==> src/rtl/multi_ctrl.sv <==
// Multicycle CPU main control: Moore FSM sequencing fetch/decode/execute/memory/write-back,
// plus a retired-instruction counter and a sticky illegal-opcode flag.
module multi_ctrl (
    input  logic        clk,
    input  logic        rst,
    input  logic [5:0]  op,
    output logic        pc_write,
    output logic        pc_write_cond,
    output logic        i_or_d,
    output logic        mem_r,
    output logic        mem_w,
    output logic        ir_write,
    output logic        mem_to_reg,
    output logic        reg_dst,
    output logic        reg_write,
    output logic        alu_src_a,
    output logic [1:0]  alu_src_b,
    output logic [1:0]  alu_op,
    output logic [1:0]  pc_source,
    output logic [3:0]  state,
    output logic        instr_done,
    output logic [31:0] instr_cnt,
    output logic        illegal
);

    localparam logic [5:0] OP_R   = 6'b000000;
    localparam logic [5:0] OP_LW  = 6'b100011;
    localparam logic [5:0] OP_SW  = 6'b101011;
    localparam logic [5:0] OP_BEQ = 6'b000100;
    localparam logic [5:0] OP_J   = 6'b000010;

    typedef enum logic [3:0] {
        FETCH  = 4'd0,
        DECODE = 4'd1,
        MEMADR = 4'd2,
        MEMRD  = 4'd3,
        MEMWB  = 4'd4,
        MEMWR  = 4'd5,
        EXEC   = 4'd6,
        ALUWB  = 4'd7,
        BRANCH = 4'd8,
        JUMP   = 4'd9
    } state_t;

    state_t      state_q, state_d;
    logic [31:0] cnt_q, cnt_d;
    logic        illegal_q, illegal_d;
    state_t      dec_state;

    always_ff @(posedge clk) begin
        if (rst) begin
            state_q   <= FETCH;
            cnt_q     <= '0;
            illegal_q <= 1'b0;
        end else begin
            state_q   <= state_d;
            cnt_q     <= cnt_d;
            illegal_q <= illegal_d;
        end
    end

    always_comb begin
        state_d   = FETCH;
        illegal_d = illegal_q;
        case (state_q)
            FETCH:  state_d = DECODE;
            DECODE: begin
                case (op)
                    OP_LW, OP_SW: state_d = MEMADR;
                    OP_R:         state_d = EXEC;
                    OP_BEQ:       state_d = BRANCH;
                    OP_J:         state_d = JUMP;
                    default: begin
                        state_d   = FETCH;
                        illegal_d = 1'b1;
                    end
                endcase
            end
            MEMADR: state_d = (op == OP_LW) ? MEMRD : MEMWR;
            MEMRD:  state_d = MEMWB;
            EXEC:   state_d = ALUWB;
            default: state_d = FETCH;
        endcase
    end

    // Outputs decode registered state only; during reset the FETCH selects show with strobes held low.
    assign dec_state = rst ? FETCH : state_q;

    always_comb begin
        pc_write      = 1'b0;
        pc_write_cond = 1'b0;
        i_or_d        = 1'b0;
        mem_r         = 1'b0;
        mem_w         = 1'b0;
        ir_write      = 1'b0;
        mem_to_reg    = 1'b0;
        reg_dst       = 1'b0;
        reg_write     = 1'b0;
        alu_src_a     = 1'b0;
        alu_src_b     = 2'b00;
        alu_op        = 2'b00;
        pc_source     = 2'b00;
        instr_done    = 1'b0;
        case (dec_state)
            FETCH: begin
                mem_r     = !rst;
                ir_write  = !rst;
                pc_write  = !rst;
                alu_src_b = 2'b01;
            end
            DECODE: alu_src_b = 2'b11;
            MEMADR: begin
                alu_src_a = 1'b1;
                alu_src_b = 2'b10;
            end
            MEMRD: begin
                mem_r  = 1'b1;
                i_or_d = 1'b1;
            end
            MEMWB: begin
                reg_write  = 1'b1;
                mem_to_reg = 1'b1;
                instr_done = 1'b1;
            end
            MEMWR: begin
                mem_w      = 1'b1;
                i_or_d     = 1'b1;
                instr_done = 1'b1;
            end
            EXEC: begin
                alu_src_a = 1'b1;
                alu_op    = 2'b10;
            end
            ALUWB: begin
                reg_write  = 1'b1;
                reg_dst    = 1'b1;
                instr_done = 1'b1;
            end
            BRANCH: begin
                alu_src_a     = 1'b1;
                alu_op        = 2'b01;
                pc_write_cond = 1'b1;
                pc_source     = 2'b01;
                instr_done    = 1'b1;
            end
            JUMP: begin
                pc_write   = 1'b1;
                pc_source  = 2'b10;
                instr_done = 1'b1;
            end
            default: ;
        endcase
    end

    assign cnt_d     = cnt_q + {31'd0, instr_done};
    assign state     = state_q;
    assign instr_cnt = cnt_q;
    assign illegal   = illegal_q;

endmodule
==> config.mk <==
export PLATFORM = sky130hd
export DESIGN_NAME = multi_ctrl
export DESIGN_NICKNAME = d
export VERILOG_FILES = /design/src/rtl/multi_ctrl.sv
export SDC_FILE = /design/constraint.sdc
export NUM_CORES = 1
export LEC_CHECK = 0
export ABC_AREA = 1
export CORE_UTILIZATION = 51
export DETAILED_ROUTE_END_ITERATION = 16
export PLACE_DENSITY = 0.85
export SLEW_MARGIN = 10
export SYNTH_ARGS = -nofsm -noshare
export SYNTH_HDL_FRONTEND = slang
export SYNTH_SLANG_ARGS = --single-unit
==> constraint.sdc <==
create_clock -name clk -period 2.82 [get_ports clk]
set_input_delay 0.282 -clock clk [delete_from_list [all_inputs] [get_ports clk]]
set_output_delay 0.282 -clock clk [all_outputs]
set_load 0.01 [all_outputs]
==> impl_metrics.py <==
metrics = {
    "grt": {
        "initial_antenna_violation_count": 0,
        "grt_overflow_total": 0,
        "gr-usage-all-layers": 0.266,
        "grt_start_max_net_pins": 23,
        "number_of_global_route_vias_before_repair": 2018,
        "grt_first_pass_wirelength_um": 8910,
    },
    "synthesis": {
        "synth_area_per_cell_sq_um": 6.05,
        "synth_most_common_cell": "sky130_fd_sc_hd__nand2_1",
        "yosysWarningCount": 0,
        "synth_nets": 364,
        "synth_top_cells_by_count": "sky130_fd_sc_hd__nand2_1, sky130_fd_sc_hd__nor2_1, sky130_fd_sc_hd__dfxtp_1, sky130_fd_sc_hd__inv_1",
        "syn_inst": 354,
        "ys_types": 28,
        "netlist_area_sq_um": 2140,
        "synth_top_area_cell": "sky130_fd_sc_hd__dfxtp_1",
        "synth-seq-area-share": 0.346,
        "dominantRegCellSynth": "sky130_fd_sc_hd__dfxtp_1",
        "synth_seq_cells": 37,
        "synth_area_leaders": "sky130_fd_sc_hd__dfxtp_1, sky130_fd_sc_hd__nand2_1, sky130_fd_sc_hd__nor2_1",
        "async_reset_ff_frac": 0,
        "synth-edff-count": 0,
        "yosysTopAreaCellShare": 0.346,
    },
    "drt": {
        "routed_wirelength_um": 5600,
        "ant_nets": 0,
        "avgViaCountPerCell": 5.12,
        "drt_first_iter_violations": 154,
        "drc": 0,
        "route.vias.total": 2400,
        "drt_pre_antenna_iters": 4,
        "post_drt_wl_per_cell_um": 11.9,
    },
    "die": {
        "dieHeight_um": 66.8,
        "io-pin-count": 62,
        "fp.coreArea_sq_um": 4030,
        "dieWidth_um": 66.8,
        "initial_core_util": 0.531,
        "num_rows": 23,
        "die_area_sq_um": 4460,
    },
    "clocking": {
        "ctsHoldBuffers": 0,
        "clock_insertion_delay_worst_skew_ps": 290,
        "cts_buffers": 5,
        "clock_tree.buffer_depth": 2,
        "post_cts_gate_resize_count": 0,
        "clkSinkCount": 37,
        "cts_tree": "done",
        "postCtsSetupRepairBufs": 0,
        "cts_root_buffer": "sky130_fd_sc_hd__clkbuf_8",
        "clk_pin_slew_worst_paths_ps": 70,
        "cts_htree_levels": 2,
    },
    "timing": {
        "unrepaired_setup_endpoints_after_global_routing": "no",
        "finalWorstSetupSlack_ps": 511,
        "final-max-slew-violation-count": 0,
        "setup-violations-final": 0,
        "finalSetupTns_ps": 0,
        "max_slew.worst_pin.slew_ps": 272,
        "worst_hold_slack_ps": 484,
        "finalCritPeriodShare": 0.819,
        "worst_slew_margin_rel": 0.818,
        "worst_clock_skew_ps": 4.01,
        "hold_violations": 0,
        "period_minus_slack_ps": 2310,
        "max_clock_freq_mhz": 433,
    },
    "critical_path": {
        "required_time_at_the_worst_slack_endpoint_ps": 2540,
        "crit_path_max_fanout": 18,
        "crit_path_cell_trace": "clkdlybuf4s50_1 -> clkinv_1 -> buf_4 -> nand3_1 -> nor2_1 -> inv_1 -> o21ai_0 -> clkdlybuf4s50_1",
        "timing.critical_path.mode_cell": "sky130_fd_sc_hd__clkdlybuf4s50_1",
        "r2r_cell_count": 13,
        "timing_worst_setup_path_type": "input pin to output port",
        "arrival_time_reported_for_the_critical_path_endpoint_ps": 2030,
        "rr_endpoint": "instr_cnt[20]$_SDFF_PP0_",
        "start_kind": "input pin",
        "reg2reg_from": "state[0]$_SDFF_PP0_",
        "crit_path_max_incr_delay_ps": 560,
        "worstSetupEndpointType": "output port",
        "worst-r2r-setup-slack_ps": 720,
        "cpMaxStageDelayCell": "sky130_fd_sc_hd__clkdlybuf4s50_1",
    },
    "placement": {
        "detailed_place_hpwl_um": 4260,
        "place_congestion": 0.947,
        "dp_slack_ps": 486,
        "dp.cells": 462,
        "buffer_ports.inserted": 61,
    },
    "job": {
        "max_cap_viols": 0,
    },
    "final_layout": {
        "fraction_of_layout_cells_with_a_size_suffix_above_1": 0.0644,
        "multiInputGateArea_sq_um": 1230,
        "final.fill_count": 354,
        "final-seq-area_sq_um": 741,
        "num_antenna_cells": 0,
        "fin_util": 0.717,
        "flow.area_growth_from_synthesis_pct": 35.0,
        "layoutNonFillerInstCount": 469,
        "num-nets-final": 429,
    },
    "pwr": {
        "worst_ir_drop_on_vdd_v": 0.000172,
        "static_leakage_nw": 0.964,
        "power-per-cell-area_nw_per_um2": 335,
    },
    "run_status": {
        "outcome": "finished, final reports clean",
    },
    "worst_hold_path": {
        "hold_start": "instr_cnt[31]$_SDFF_PP0_",
        "worst_hold_path_type": "flop to flop",
        "worstHoldPathCells": 2,
        "hold_path_end": "instr_cnt[31]$_SDFF_PP0_",
    },
}
## critical path, delay by kind of cell
family | cells | cell delay [ps]
buffers and inverters | 5 | 1370
AOI/OAI and AO/OA | 1 | 70
and+or+nand+nor | 2 | 310
## metrics by stage
step,total power [W],instance area (sq um)
6_report,0.000968,2890
5_1_grt,0.00100,2890
4_1_cts,0.000972,2890
3_5_place_dp,0.000607,2800
3_3_place_gp,0.000607,2800
2_1_floorplan,0.000573,2140
## placed cells by master (no fill, tap or decap), types with 2 or more instances in the layout
cell type                           n
sky130_fd_sc_hd__or2_0              2
sky130_fd_sc_hd__nor3_1             6
sky130_fd_sc_hd__inv_1             37
sky130_fd_sc_hd__nand4_1            2
sky130_fd_sc_hd__ha_1               2
sky130_fd_sc_hd__nor2_1            77
sky130_fd_sc_hd__a21oi_1           19
sky130_fd_sc_hd__nor2_4             2
sky130_fd_sc_hd__o21ai_0           12
sky130_fd_sc_hd__buf_4              2
sky130_fd_sc_hd__nand2_2            4
sky130_fd_sc_hd__nor2_2            12
sky130_fd_sc_hd__dfxtp_1           37
sky130_fd_sc_hd__clkdlybuf4s50_1   61
sky130_fd_sc_hd__xor2_1             4
sky130_fd_sc_hd__clkbuf_8           6
sky130_fd_sc_hd__nand3_1           19
sky130_fd_sc_hd__nand2_1          105
## worst max path at each step
stage,start,to,depth (start not counted)
2_1_floorplan,state[0]$_SDFF_PP0_,instr_cnt[24]$_SDFF_PP0_,13
3_3_place_gp,rst,instr_cnt[22]$_SDFF_PP0_,13
3_5_place_dp,rst,instr_cnt[20]$_SDFF_PP0_,13
4_1_cts,rst,pc_write,8
5_1_grt,rst,pc_write,8
6_report,rst,pc_write,8
## kinds of logic after synthesis
family          count (synthesis)  share of synthesized area
buf+inv                        43                     0.0783
xor+xnor                        5                     0.0205
simple gates                  233                      0.461
flops                          37                      0.346
fa+ha+maj                       2                     0.0117
compound gates                 34                     0.0830
## state kept, by name, indices dropped and copies added, names as in the netlist
| register | flops |
|---|---|
| instr_cnt | 32 |
| state | 4 |
| illegal | 1 |
## metal layers
metal	up-vias	global-route usage	wire, um
li1	1230	-	-
met2	101	0.438	2650
met3	9	0.0582	450
met4	0	0.0931	87
met5	-	0	0
met1	1060	0.337	2410
## report_power, final
part / switching [W] / internal [W]
registers: 0.00000324 / 0.000525
clock network: 0.000178 / 0.000194
logic: 0.0000358 / 0.0000316
## layout make-up
| cell class | instances | share of cell area |
|---|---|---|
| clock buffers | 7 | 0.0299 |
| flip-flops and latches | 37 | 0.256 |
| multi-input cells | 274 | 0.426 |
| inverters | 38 | 0.0494 |
| repair buffers | 63 | 0.216 |
| well taps | 50 | 0.0216 |
Power figures use the tool's default switching activity.
